[config.mk]
export PLATFORM = sky130hd
export DESIGN_NAME = dispatcher
export DESIGN_NICKNAME = d
export VERILOG_FILES = /design/src/rtl/dispatcher_pkg.sv /design/src/rtl/dispatcher.sv
export SDC_FILE = /design/constraint.sdc
export NUM_CORES = 1
export LEC_CHECK = 0
export CAP_MARGIN = 20
export CORE_MARGIN = 10
export CORE_UTILIZATION = 47
export DETAILED_ROUTE_END_ITERATION = 16
export HOLD_SLACK_MARGIN = 0.1
export PLACE_DENSITY = 0.8
export SLEW_MARGIN = 30
export SYNTH_ARGS = -nofsm -noshare
export SYNTH_HDL_FRONTEND = slang
export SYNTH_SLANG_ARGS = --single-unit
[constraint.sdc]
create_clock -name clk -period 2.6 [get_ports clk]
set_input_delay 0.52 -clock clk [delete_from_list [all_inputs] [get_ports clk]]
set_output_delay 0.52 -clock clk [all_outputs]
set_load 0.005 [all_outputs]
[src/rtl/dispatcher_pkg.sv]
// Shared defines for the dispatch stage: operation enum encoding, ROB tag width,
// register/instruction types and the dispatcher FSM state type.
package dispatcher_pkg;

    localparam int OPENUM_W  = 6;
    localparam int ROB_POS_W = 4;

    typedef logic [4:0]  reg_pos_t;
    typedef logic [31:0] ins_t;

    // Loads and stores are contiguous (LB..SW) so LSB routing is a range check.
    localparam logic [OPENUM_W-1:0] OPENUM_NOP   = 6'd0;
    localparam logic [OPENUM_W-1:0] OPENUM_LUI   = 6'd1;
    localparam logic [OPENUM_W-1:0] OPENUM_AUIPC = 6'd2;
    localparam logic [OPENUM_W-1:0] OPENUM_JAL   = 6'd3;
    localparam logic [OPENUM_W-1:0] OPENUM_JALR  = 6'd4;
    localparam logic [OPENUM_W-1:0] OPENUM_BEQ   = 6'd5;
    localparam logic [OPENUM_W-1:0] OPENUM_BNE   = 6'd6;
    localparam logic [OPENUM_W-1:0] OPENUM_BLT   = 6'd7;
    localparam logic [OPENUM_W-1:0] OPENUM_BGE   = 6'd8;
    localparam logic [OPENUM_W-1:0] OPENUM_BLTU  = 6'd9;
    localparam logic [OPENUM_W-1:0] OPENUM_BGEU  = 6'd10;
    localparam logic [OPENUM_W-1:0] OPENUM_LB    = 6'd11;
    localparam logic [OPENUM_W-1:0] OPENUM_LH    = 6'd12;
    localparam logic [OPENUM_W-1:0] OPENUM_LW    = 6'd13;
    localparam logic [OPENUM_W-1:0] OPENUM_LBU   = 6'd14;
    localparam logic [OPENUM_W-1:0] OPENUM_LHU   = 6'd15;
    localparam logic [OPENUM_W-1:0] OPENUM_SB    = 6'd16;
    localparam logic [OPENUM_W-1:0] OPENUM_SH    = 6'd17;
    localparam logic [OPENUM_W-1:0] OPENUM_SW    = 6'd18;
    // ALU-immediate ops follow funct3 order: ADDI, SLLI, SLTI, SLTIU, XORI, SRLI, ORI, ANDI.
    localparam logic [OPENUM_W-1:0] OPENUM_ADDI  = 6'd19;
    localparam logic [OPENUM_W-1:0] OPENUM_ANDI  = 6'd26;
    // Register-register ops follow funct3 order: ADD, SLL, SLT, SLTU, XOR, SRL, OR, AND.
    localparam logic [OPENUM_W-1:0] OPENUM_ADD   = 6'd27;
    localparam logic [OPENUM_W-1:0] OPENUM_AND   = 6'd34;
    localparam logic [OPENUM_W-1:0] OPENUM_SUB   = 6'd35;
    localparam logic [OPENUM_W-1:0] OPENUM_SRA   = 6'd36;

    typedef enum logic [1:0] {
        IDLE,
        DECODE,
        ISSUE
    } disp_state_t;

    function automatic logic is_lsb_op(input logic [OPENUM_W-1:0] op);
        return (op >= OPENUM_LB) && (op <= OPENUM_SW);
    endfunction

endpackage

[src/rtl/dispatcher.sv]
// Dispatch stage: takes one fetched instruction, hands it to the external decoder,
// then issues the decoded fields to the RS or LSB once the ROB and target have room.
module dispatcher
    import dispatcher_pkg::*;
(
    input  logic                 clk,
    input  logic                 rst,
    input  logic                 if_valid,
    input  logic [31:0]          if_inst,
    input  logic [31:0]          if_pc,
    output logic                 if_ready,
    output logic [31:0]          dcd_inst,
    input  logic [OPENUM_W-1:0]  dcd_op_enum,
    input  logic [4:0]           dcd_rd,
    input  logic [4:0]           dcd_rs1,
    input  logic [4:0]           dcd_rs2,
    input  logic [31:0]          dcd_imm,
    input  logic                 rob_full,
    input  logic                 rs_full,
    input  logic                 lsb_full,
    input  logic [ROB_POS_W-1:0] rob_free_tag,
    input  logic                 flush,
    output logic                 issue_valid,
    output logic                 issue_to_lsb,
    output logic [OPENUM_W-1:0]  issue_op,
    output logic [4:0]           issue_rd,
    output logic [4:0]           issue_rs1,
    output logic [4:0]           issue_rs2,
    output logic [31:0]          issue_imm,
    output logic [31:0]          issue_pc,
    output logic [ROB_POS_W-1:0] issue_tag,
    output logic [31:0]          issue_cnt
);

    disp_state_t          state;
    disp_state_t          state_next;

    ins_t                 inst_q;
    logic [31:0]          pc_q;
    logic [OPENUM_W-1:0]  op_q;
    reg_pos_t             rd_q;
    reg_pos_t             rs1_q;
    reg_pos_t             rs2_q;
    logic [31:0]          imm_q;
    logic                 to_lsb_q;

    logic                 can_issue;
    logic                 accept;
    logic                 latch_dcd;
    logic                 fire;

    always_ff @(posedge clk or negedge rst) begin
        if (!rst) begin
            state <= IDLE;
        end else begin
            state <= state_next;
        end
    end

    // Flush wins over everything, including an issue that would otherwise fire this edge.
    always_comb begin
        state_next = state;
        if (flush) begin
            state_next = IDLE;
        end else begin
            case (state)
                IDLE:    if (if_valid) state_next = DECODE;
                DECODE:  state_next = (dcd_op_enum == OPENUM_NOP) ? IDLE : ISSUE;
                ISSUE:   if (can_issue) state_next = IDLE;
                default: state_next = IDLE;
            endcase
        end
    end

    always_comb begin
        if_ready  = (state == IDLE);
        can_issue = !rob_full && !(to_lsb_q ? lsb_full : rs_full);
        accept    = (state == IDLE) && if_valid && !flush;
        latch_dcd = (state == DECODE) && !flush && (dcd_op_enum != OPENUM_NOP);
        fire      = (state == ISSUE) && !flush && can_issue;
    end

    // Issue fields are only loaded on the firing edge, so they stay stable for the pulse.
    always_ff @(posedge clk or negedge rst) begin
        if (!rst) begin
            inst_q       <= '0;
            pc_q         <= '0;
            op_q         <= '0;
            rd_q         <= '0;
            rs1_q        <= '0;
            rs2_q        <= '0;
            imm_q        <= '0;
            to_lsb_q     <= 1'b0;
            issue_valid  <= 1'b0;
            issue_to_lsb <= 1'b0;
            issue_op     <= '0;
            issue_rd     <= '0;
            issue_rs1    <= '0;
            issue_rs2    <= '0;
            issue_imm    <= '0;
            issue_pc     <= '0;
            issue_tag    <= '0;
            issue_cnt    <= '0;
        end else begin
            issue_valid <= fire;
            if (accept) begin
                inst_q <= if_inst;
                pc_q   <= if_pc;
            end
            if (latch_dcd) begin
                op_q     <= dcd_op_enum;
                rd_q     <= dcd_rd;
                rs1_q    <= dcd_rs1;
                rs2_q    <= dcd_rs2;
                imm_q    <= dcd_imm;
                to_lsb_q <= is_lsb_op(dcd_op_enum);
            end
            if (fire) begin
                issue_to_lsb <= to_lsb_q;
                issue_op     <= op_q;
                issue_rd     <= rd_q;
                issue_rs1    <= rs1_q;
                issue_rs2    <= rs2_q;
                issue_imm    <= imm_q;
                issue_pc     <= pc_q;
                issue_tag    <= rob_free_tag;
                issue_cnt    <= issue_cnt + 32'd1;
            end
        end
    end

    assign dcd_inst = inst_q;

endmodule

==> run summary, run 1 <==
status: completed
Synth area leaders: dfrtp_1, mux2_2, xnor2_1
CP required: 2080 ps
register area share after synthesis: 64.8%
routed vias/inst: 5.09
measured slew at the worst slew-check pin: 411 ps
Avg Inst Size Synth: 15.6 sq um
Gate power share: 22.6%
NetSw: 2.72 mW
Tcrit/Tclk final: 83.5%
Hold Path Class: reg -> reg
share of cells above drive strength 1: 30.2%
critical path launch point type: flip-flop
Netlist cell types: 36
register area: 6080 sq um
Slew HR: 72.6%
setup tns final: 0 ps
Clk Latency, worst-skew pair: 530 ps
root buf cell: clkbuf_16
MaxCap Viol Count: 0
Sink Count: 243
Top FF cell, synth: dfrtp_1
setup ws final: 430 ps
drt initial violations: 162
Finished Core Util: 69.7%
post-route ant nets: 0
die area: 26000 sq um
Syn Nets: 730
fin crit period: 2170 ps
Post-CTS Setup Repair Bufs: 0
Clock Tree Buf Depth: 3
CTS buffer count: 27
1st-pass router iterations: 4
CP Data Arrival Time: 1650 ps
DRT met1 WL: 9220 um
met2 wire length: 12300 um
DRC viols: 0
fillers: 1370
Detailed Route WL: 24100 um
largest net degree at the start of global routing: 68
Net Sw Frac: 23.9%
DR vias: 6077
Final setup viols: 0
routability cong.: 0.787
Yosys Warn Count: 0
CTS tree: done
FF+latch count, synth: 243
initial antenna violation count: 2
clock network power share: 32.0%
Clock Pin Slew Worst Setup and Hold Paths: 60 ps
Port Buffers: 283
GR Overflow Total: 0
GRT Util Overall: 18.1%
maximum vdd drop: 0.636 mV
# IOs: 284
EDFF count, synth: 0
fraction of registers with async set/reset: 100%
Yosys top cell area share: 64.8%
dpl hpwl: 17600 um
Layout Area Growth over Synthesis: 45.1%
Setup WS pre-CTS: 83.5 ps
Final Skew: 13.9 ps
Wirelength per Cell: 20.2 um
internal power: 8.64 mW
final hold vios: 0
Die W: 161 um
Core Box Area: 19500 sq um
Initial Util: 48.0%
power density cells: 835 nW/um^2
Synth Instances: 601
Max Clk Rate: 461 MHz
Setup CP Type: reg -> out
vias in the first global route: 6733
sequential power share: 45.4%
Placement Rows: 51
Synth Cell Area: 9380 sq um
first-pass GRT wire length: 38400 um
Pins Over Slew Limit: 0
crit end category: output port
Die H: 161 um
Nets: 1040
top routing layer used: met4
leakage: 5.90 nW
multi-input logic area: 3160 sq um
RSZ-0062 raised after global routing: no
H-tree depth: 1
met3 wire length: 1850 um
worst-path maximum fanout: 7
Synth area leader: dfrtp_1
worst max-delay path, cell delays in order (launching register included):
cell and delay (ps):
dfrtp_1 460, nor2_1 150, clkdlybuf4s50_1 520
sequential cells by signal, indices dropped and copies added, names as in the netlist, 2 cells and up:
signal	count
dcd_inst	32
imm_q	32
issue_cnt	32
issue_imm	32
issue_pc	32
pc_q	32
issue_op	6
op_q	6
issue_rd	5
issue_rs1	5
issue_rs2	5
rd_q	5
rs1_q	5
rs2_q	5
issue_tag	4
state	2
area by class of cell:
cell class / count / share of cell area, %
flip-flops and latches: 243 / 44.7
clock buffers: 42 / 6.19
well taps: 265 / 2.44
multi-input cells: 323 / 23.2
repair buffers: 310 / 23.1
clock inverters: 3 / 0.138
inverters: 6 / 0.166
diodes: 2 / 0.0368
cell usage in the layout (no fill, tap or decap), types with 3 or more instances in the layout:
| cell | count |
|---|---|
| inv_1 | 6 |
| and2_1 | 4 |
| o21ai_0 | 3 |
| nand3_1 | 9 |
| and4_1 | 3 |
| mux2_2 | 206 |
| dfrtp_1 | 243 |
| clkdlybuf4s50_1 | 282 |
| buf_4 | 18 |
| xor2_1 | 15 |
| nand2b_1 | 3 |
| nor3_1 | 7 |
| buf_12 | 8 |
| nor4_2 | 3 |
| clkbuf_8 | 11 |
| clkbuf_16 | 27 |
| nor4_1 | 5 |
| clkbuf_1 | 4 |
| nand4_1 | 13 |
| and3_1 | 3 |
| xnor2_1 | 16 |
| nand2_1 | 11 |
synth_stat cells, types with 4 or more instances:
| library cell | n |
|---|---|
| buf_2 | 23 |
| nor4_1 | 5 |
| xor2_1 | 15 |
| nand4_1 | 13 |
| mux2_2 | 206 |
| xnor2_1 | 16 |
| and2_1 | 4 |
| nor3_1 | 7 |
| nand2_1 | 11 |
| clkbuf_1 | 6 |
| nand3_1 | 9 |
| dfrtp_1 | 243 |
| inv_1 | 6 |
power groups by stage:
stage	Combinational [mW]	Sequential (mW)	Clock, mW
floorplan	0.866	5.15	0
global placement	2.54	5.14	0
detailed placement	2.61	5.20	0
CTS	2.63	5.16	3.73
global route	2.77	5.27	3.88
finish	2.57	5.15	3.64
logic make-up after synthesis:
group | after synthesis | synth area share (%)
and+or+nand+nor | 77 | 5.19
adders and majority gates | 1 | 0.133
muxes | 207 | 24.8
xor gates and xnor gates | 31 | 2.89
DFF | 243 | 64.8
buffers and inverters | 35 | 1.71
AOI/OAI and AO/OA | 7 | 0.414
final timing paths:
check,start,endpoint,slack [ps],depth (start not counted)
max in group asynchronous,rst,dcd_inst[6],1340,3
max reg2reg,to_lsb_q,issue_pc[0],530,5
max,state[1],if_ready,430,2
min,issue_cnt[31],issue_cnt[31],470,1
min in group asynchronous,rst,issue_imm[24],510,2
min reg2reg,issue_cnt[31],issue_cnt[31],470,1
timing repair:
item | 4_1_cts | 5_1_grt
resized for setup | 0 | 0
hold endpoints to repair | 48 | 0
hold buffers | 1 | 0
routing by layer:
layer,vias to the layer above,global-route usage [%]
met5,-,0
met4,0,5.91
met3,46,6.25
met2,191,31.1
met1,3083,20.7
li1,2757,-
per-stage QoR:
step           hold slack [ps]  power, mW  instance area (sq um)  std cells
2_1_floorplan              224       6.02                   9380        601
3_3_place_gp               459       7.69                  12700       1146
3_5_place_dp               466       7.81                  12700       1146
4_1_cts                    475       11.5                  13600       1192
5_1_grt                    494       11.9                  13600       1194
6_report                   473       11.4                  13600       1194
Note: power is estimated with default switching activity, not from simulation.
==> inputs of run 2 (changes only) <==
==> constraint.sdc (replaced) <==
create_clock -name clk -period 2.25 [get_ports clk]
set_input_delay 0.45 -clock clk [delete_from_list [all_inputs] [get_ports clk]]
set_output_delay 0.45 -clock clk [all_outputs]
set_load 0.005 [all_outputs]
==> run 2 against run 1 <==
  * Register-to-register slack got worse by 240 ps
  * Design area increased by 0.59%
  * Clock skew fell by 9.0 ps
  * Clock power rose by 9.9%
  * Sequential share of layout area is 0.26 points lower
  * Combinational power increased by 16%
  * Final cell count increased by 0.67%
  * Largest cell class unchanged
  * Wire length down 2.5%
  * Largest power group unchanged
  * Critical path type unchanged
  * Worst hold slack about the same
==> run summary, run 2 (synthesis gave the netlist of run 1 again) <==
1st-pass router iterations: 4
Worst Path Buf+Inv: 1
die area: 26000 sq um
routability cong.: 0.796
total power: 12.9 mW
most common cell after layout, fill and taps aside: clkdlybuf4s50_1
# IOs: 284
RSZ-0062 raised after global routing: no
CP required: 1800 ps
Setup WS pre-CTS: -147 ps
most frequent cells in the layout: clkdlybuf4s50_1, dfrtp_1, mux2_2
vias in the first global route: 6552
Max Clk Rate: 474 MHz
MaxCap Viol Count: 0
Setup CP Type: reg -> out
Stages on worst setup path: 2
CP max-delay cell: clkdlybuf4s50_1
Die H: 161 um
largest net degree at the start of global routing: 66
Final setup viols: 0
Worst path max stage delay: 530 ps
status: completed
first-pass GRT wire length: 37300 um
Slew HR: 63.9%
fin crit period: 2110 ps
CP Data Arrival Time: 1660 ps
measured slew at the worst slew-check pin: 541 ps
Wirelength per Cell: 19.5 um
Clock Pin Slew Worst Setup and Hold Paths: 60 ps
CTS tree: done
Detailed Route WL: 23500 um
GR Overflow Total: 0
GRT Util Overall: 17.7%
R2R depth: 6
Tcrit/Tclk final: 93.7%
end point of the critical path: if_ready
DRC viols: 0
root buf cell: clkbuf_16
Crit path max-delay family: buffers and inverters
Port Buffers: 283
Clock Tree Buf Depth: 3
dpl hpwl: 17500 um
Die W: 161 um
Hold-fix buffers, CTS: 1
post-CTS resize count: 0
Initial Util: 48.0%
Pins Over Slew Limit: 0
drt initial violations: 221
DR vias: 6083
routed vias/inst: 5.06
Nets: 1049
leakage: 5.94 nW
setup ws final: 141 ps
share of cells above drive strength 1: 30.7%
Hold Path Class: reg -> reg
crit path launch: state[1]
Core Box Area: 19500 sq um
min-delay src: issue_cnt[31]
critical-path cell list: nor2_1 -> clkdlybuf4s50_1
reg2reg setup slack: 290 ps
critical path launch point type: flip-flop
Sink Count: 243
crit end category: output port
R2R Path Start: to_lsb_q
final hold vios: 0
power density cells: 942 nW/um^2
initial antenna violation count: 1
worst-path maximum fanout: 7
maximum vdd drop: 0.739 mV
Crit Reg-Reg Endpoint: issue_cnt[3]
Layout Area Growth over Synthesis: 45.9%
post-route ant nets: 0
Post-CTS Setup Repair Bufs: 0
Final Skew: 4.92 ps
CTS buffer count: 26
Placement Rows: 51
Clk Latency, worst-skew pair: 520 ps
H-tree depth: 1
-- run 2: cell types whose count changed in the layout (fill, tap and decap cells not counted), sizes merged --
cell and delta:
clkbuf -3, clkinv +3, inv -1, diode -1, buf +10
-- run 2: worst min-delay path by stage --
stage / endpoint / slack, ps / cells past startpoint
floorplan: dcd_inst[0] / 150 / 0
global placement: issue_imm[24] / 460 / 1
detailed placement: issue_imm[24] / 460 / 1
CTS: issue_cnt[31] / 480 / 1
global route: issue_cnt[31] / 490 / 1
finish: issue_cnt[31] / 470 / 1
-- run 2: per-layer routing --
layer  wire, um  vias to the layer above  global-route usage [%]
met3       1920                       37                    6.30
met4        602                        0                    4.80
li1           -                     2775                       -
met2      11900                      184                    30.4
met1       9050                     3087                    20.5
met5          0                        -                       0
-- run 2: layout make-up --
cell class	count	area (sq um)
multi-input cells	323	3160
inverters	6	22.5
diodes	1	2.50
repair buffers	320	3280
well taps	265	332
clock buffers	39	781
fillers	1385	5840
clock inverters	5	25.0
flip-flops and latches	243	6080
-- run 2: power breakdown --
part / total [mW] / switching [mW] / internal [mW]
sequential: 5.93 / 0.526 / 5.40
combinational: 2.97 / 0.912 / 2.06
clock: 4.00 / 1.63 / 2.37
-- run 2: worst reg2reg max path, cell delays in order (launching register included) --
cell and delay [ps]:
dfrtp_1 400, mux2i_1 310, nor4b_2 330, buf_4 270, buf_12 170, and4_1 240
xor2_1 160
-- run 2: through the flow --
step	setup TNS, ps	instance area (sq um)	utilization (%)	cells	hold slack [ps]
global placement	-10120	12900	65.9	1156	456
floorplan	0	9380	-	601	154
CTS	0	13700	70.1	1201	478
global route	0	13700	70.1	1202	493
detailed placement	-11820	12900	65.9	1156	459
finish	0	13700	70.1	1202	473
==> inputs of run 3 (changes only) <==
--- a/config.mk
+++ b/config.mk
@@ -5,12 +5,13 @@
 export SDC_FILE = /design/constraint.sdc
 export NUM_CORES = 1
 export LEC_CHECK = 0
+export ABC_AREA = 1
 export CAP_MARGIN = 20
 export CORE_MARGIN = 10
-export CORE_UTILIZATION = 47
+export CORE_UTILIZATION = 48
 export DETAILED_ROUTE_END_ITERATION = 16
 export HOLD_SLACK_MARGIN = 0.1
-export PLACE_DENSITY = 0.8
+export PLACE_DENSITY = 0.81
 export SLEW_MARGIN = 30
 export SYNTH_ARGS = -nofsm -noshare
 export SYNTH_HDL_FRONTEND = slang
==> run 3 against run 2 <==
  * Combinational power down 3%
  * Register-to-register slack better by 340 ps
  * Clock skew up 2.5 ps
  * Largest cell class unchanged
  * Setup slack better by 32 ps
  * Wire length up 14%
  * Design area up 0.96%
  * First-iteration DRC count up 140%
  * Critical endpoint unchanged
==> run summary, run 3 <==
compound-cell area share of the yosys netlist: 6.26%
power density cells: 936 nW/um^2
Synth area leaders: dfrtp_1, nand2_1, o21ai_0
Synth area leader: dfrtp_1
final hold vios: 0
CP max-delay cell: clkdlybuf4s50_1
worst-path maximum fanout: 3
critical-path cell list: nor2_2 -> clkdlybuf4s50_1
# IOs: 284
Final setup viols: 0
placed cell area: 13000 sq um
Fin Hold WS: 463 ps
die area: 26500 sq um
Syn Nets: 1212
most common cell after layout, fill and taps aside: nand2_1
xor/xnor cell area share of the yosys netlist: 1.51%
routability cong.: 0.859
CP Data Arrival Time: 1630 ps
Layout Area Growth over Synthesis: 41.2%
mux contribution to synthesized area: 0%
Detailed Route WL: 26700 um
post-route ant nets: 0
Clock Tree Buf Depth: 3
H-tree depth: 1
CTS tree: done
setup tns final: 0 ps
Die W: 163 um
Slew HR: 63.6%
Final Skew: 7.42 ps
ant diodes: 0
register area: 6080 sq um
GR Overflow Total: 0
Worst Path Buf+Inv: 1
leakage: 6.60 nW
dpl hpwl: 19200 um
multi-input logic area: 3030 sq um
Sink Count: 243
Worst path max stage delay: 520 ps
Yosys top cell area share: 62.1%
largest net degree at the start of global routing: 77
Core Box Area: 20200 sq um
GRT Util Overall: 19.5%
EDFF count, synth: 0
Tcrit/Tclk final: 92.3%
Clk Latency, worst-skew pair: 510 ps
most frequent cells in the layout: nand2_1, clkdlybuf4s50_1, dfrtp_1
1st-pass router iterations: 8
Yosys Warn Count: 0
root buf cell: clkbuf_16
DR vias: 8013
Netlist cell types: 28
FF+latch count, synth: 243
Pins Over Slew Limit: 0
Setup CP Type: reg -> out
initial antenna violation count: 0
fraction of registers with async set/reset: 100%
Crit path max-delay family: buffers and inverters
Max Clk Rate: 482 MHz
Die H: 163 um
Post-Synth Simple-Gate Area: 23.0%
DRC viols: 0
register area share after synthesis: 62.1%
largest family of logic cells by synthesized area: simple AND/OR/NAND/NOR gates
Clock Pin Slew Worst Setup and Hold Paths: 60 ps
CTS buffer count: 26
first-pass GRT wire length: 42500 um
placed insts: 1610
vias in the first global route: 7887
Synth Instances: 1083
Hold Path Class: in -> reg
measured slew at the worst slew-check pin: 546 ps
crit end category: output port
Placement Rows: 52
routed vias/inst: 4.84
Wirelength per Cell: 16.1 um
non-filler cells, final: 1655
drt initial violations: 531
fin crit period: 2080 ps
Top FF cell, synth: dfrtp_1
Avg Inst Size Synth: 9.04 sq um
Finished Cell Area: 13800 sq um
fillers: 1530
MaxCap Viol Count: 0
most frequent cells after synthesis: nand2_1, dfrtp_1, o21ai_0, inv_1, nor2_1
RSZ-0062 raised after global routing: no
CP required: 1800 ps
maximum vdd drop: 0.569 mV
Nets: 1498
Initial Util: 48.5%
Port Buffers: 283
Synth Cell Area: 9790 sq um
adder-cell share of the synthesized area: 0.128%
status: completed
share of cells above drive strength 1: 6.21%
most common cell in the synthesized netlist: nand2_1
critical path launch point type: flip-flop
[run 3: routing by layer]
metal / part of all wire [%] / GRT usage [%] / vias up
met5: 0 / 0 / -
met4: 2.4 / 5.98 / 0
met3: 9.0 / 6.17 / 42
met2: 48 / 32.2 / 280
met1: 40 / 24.1 / 3776
li1: - / - / 3915
[run 3: cell type report]
type | count | area share (%)
multi-input combinational | 694 | 21.9
sequential | 243 | 44.0
tap | 270 | 2.44
timing repair buffer | 305 | 22.7
clock buffer | 34 | 5.44
clock inverter | 10 | 0.724
inverter | 99 | 2.69
[run 3: stage by stage]
step	setup WS, ps	total power, mW	util, %
after floorplan	793	6.78	-
after global placement	255	8.70	64.2
after detailed placement	208	8.82	64.2
after CTS	149	13.1	68.5
after global routing	131	13.7	68.5
final	173	12.9	68.5
[run 3: final timing paths]
kind | slack (ps) | start | end | cells past startpoint
worst min-delay path | 460 | if_inst[10] | dcd_inst[10] | 3
worst min register to register | 470 | pc_q[18] | issue_pc[18] | 2
worst max register to register | 630 | issue_cnt[0] | issue_cnt[14] | 8
max in group asynchronous | 1100 | rst | issue_pc[31] | 3
worst max-delay path | 170 | state[1] | if_ready | 2
min in group asynchronous | 490 | rst | issue_imm[13] | 2
[run 3: cell families after synthesis]
kind of cell | Yosys count
simple gates | 555
flops | 243
buf+inv | 146
compound gates | 122
xor+xnor | 16
fa+ha+maj | 1
[run 3: power by group]
| part | leakage (nW) | internal (mW) | switching (mW) |
|---|---|---|---|
| Combinational | 3.05 | 1.67 | 1.20 |
| Sequential | 3.13 | 5.35 | 0.499 |
| Clock | 0.431 | 2.56 | 1.65 |
| Total | 6.60 | 9.58 | 3.36 |
[run 3: what timing repair did]
item,in CTS,in global routing
endpoints found under the hold margin,60,0
setup buffers,0,0
resized for setup,0,0
hold buffers,1,0
[run 3: worst register-to-register path: stages (launching register included)]
cell,delay (ps)
dfrtp_1,460
ha_1,210
inv_1,40
nor2_1,160
nand3_1,120
nor2_2,90
buf_4,190
nand2_1,90
xor2_1,140
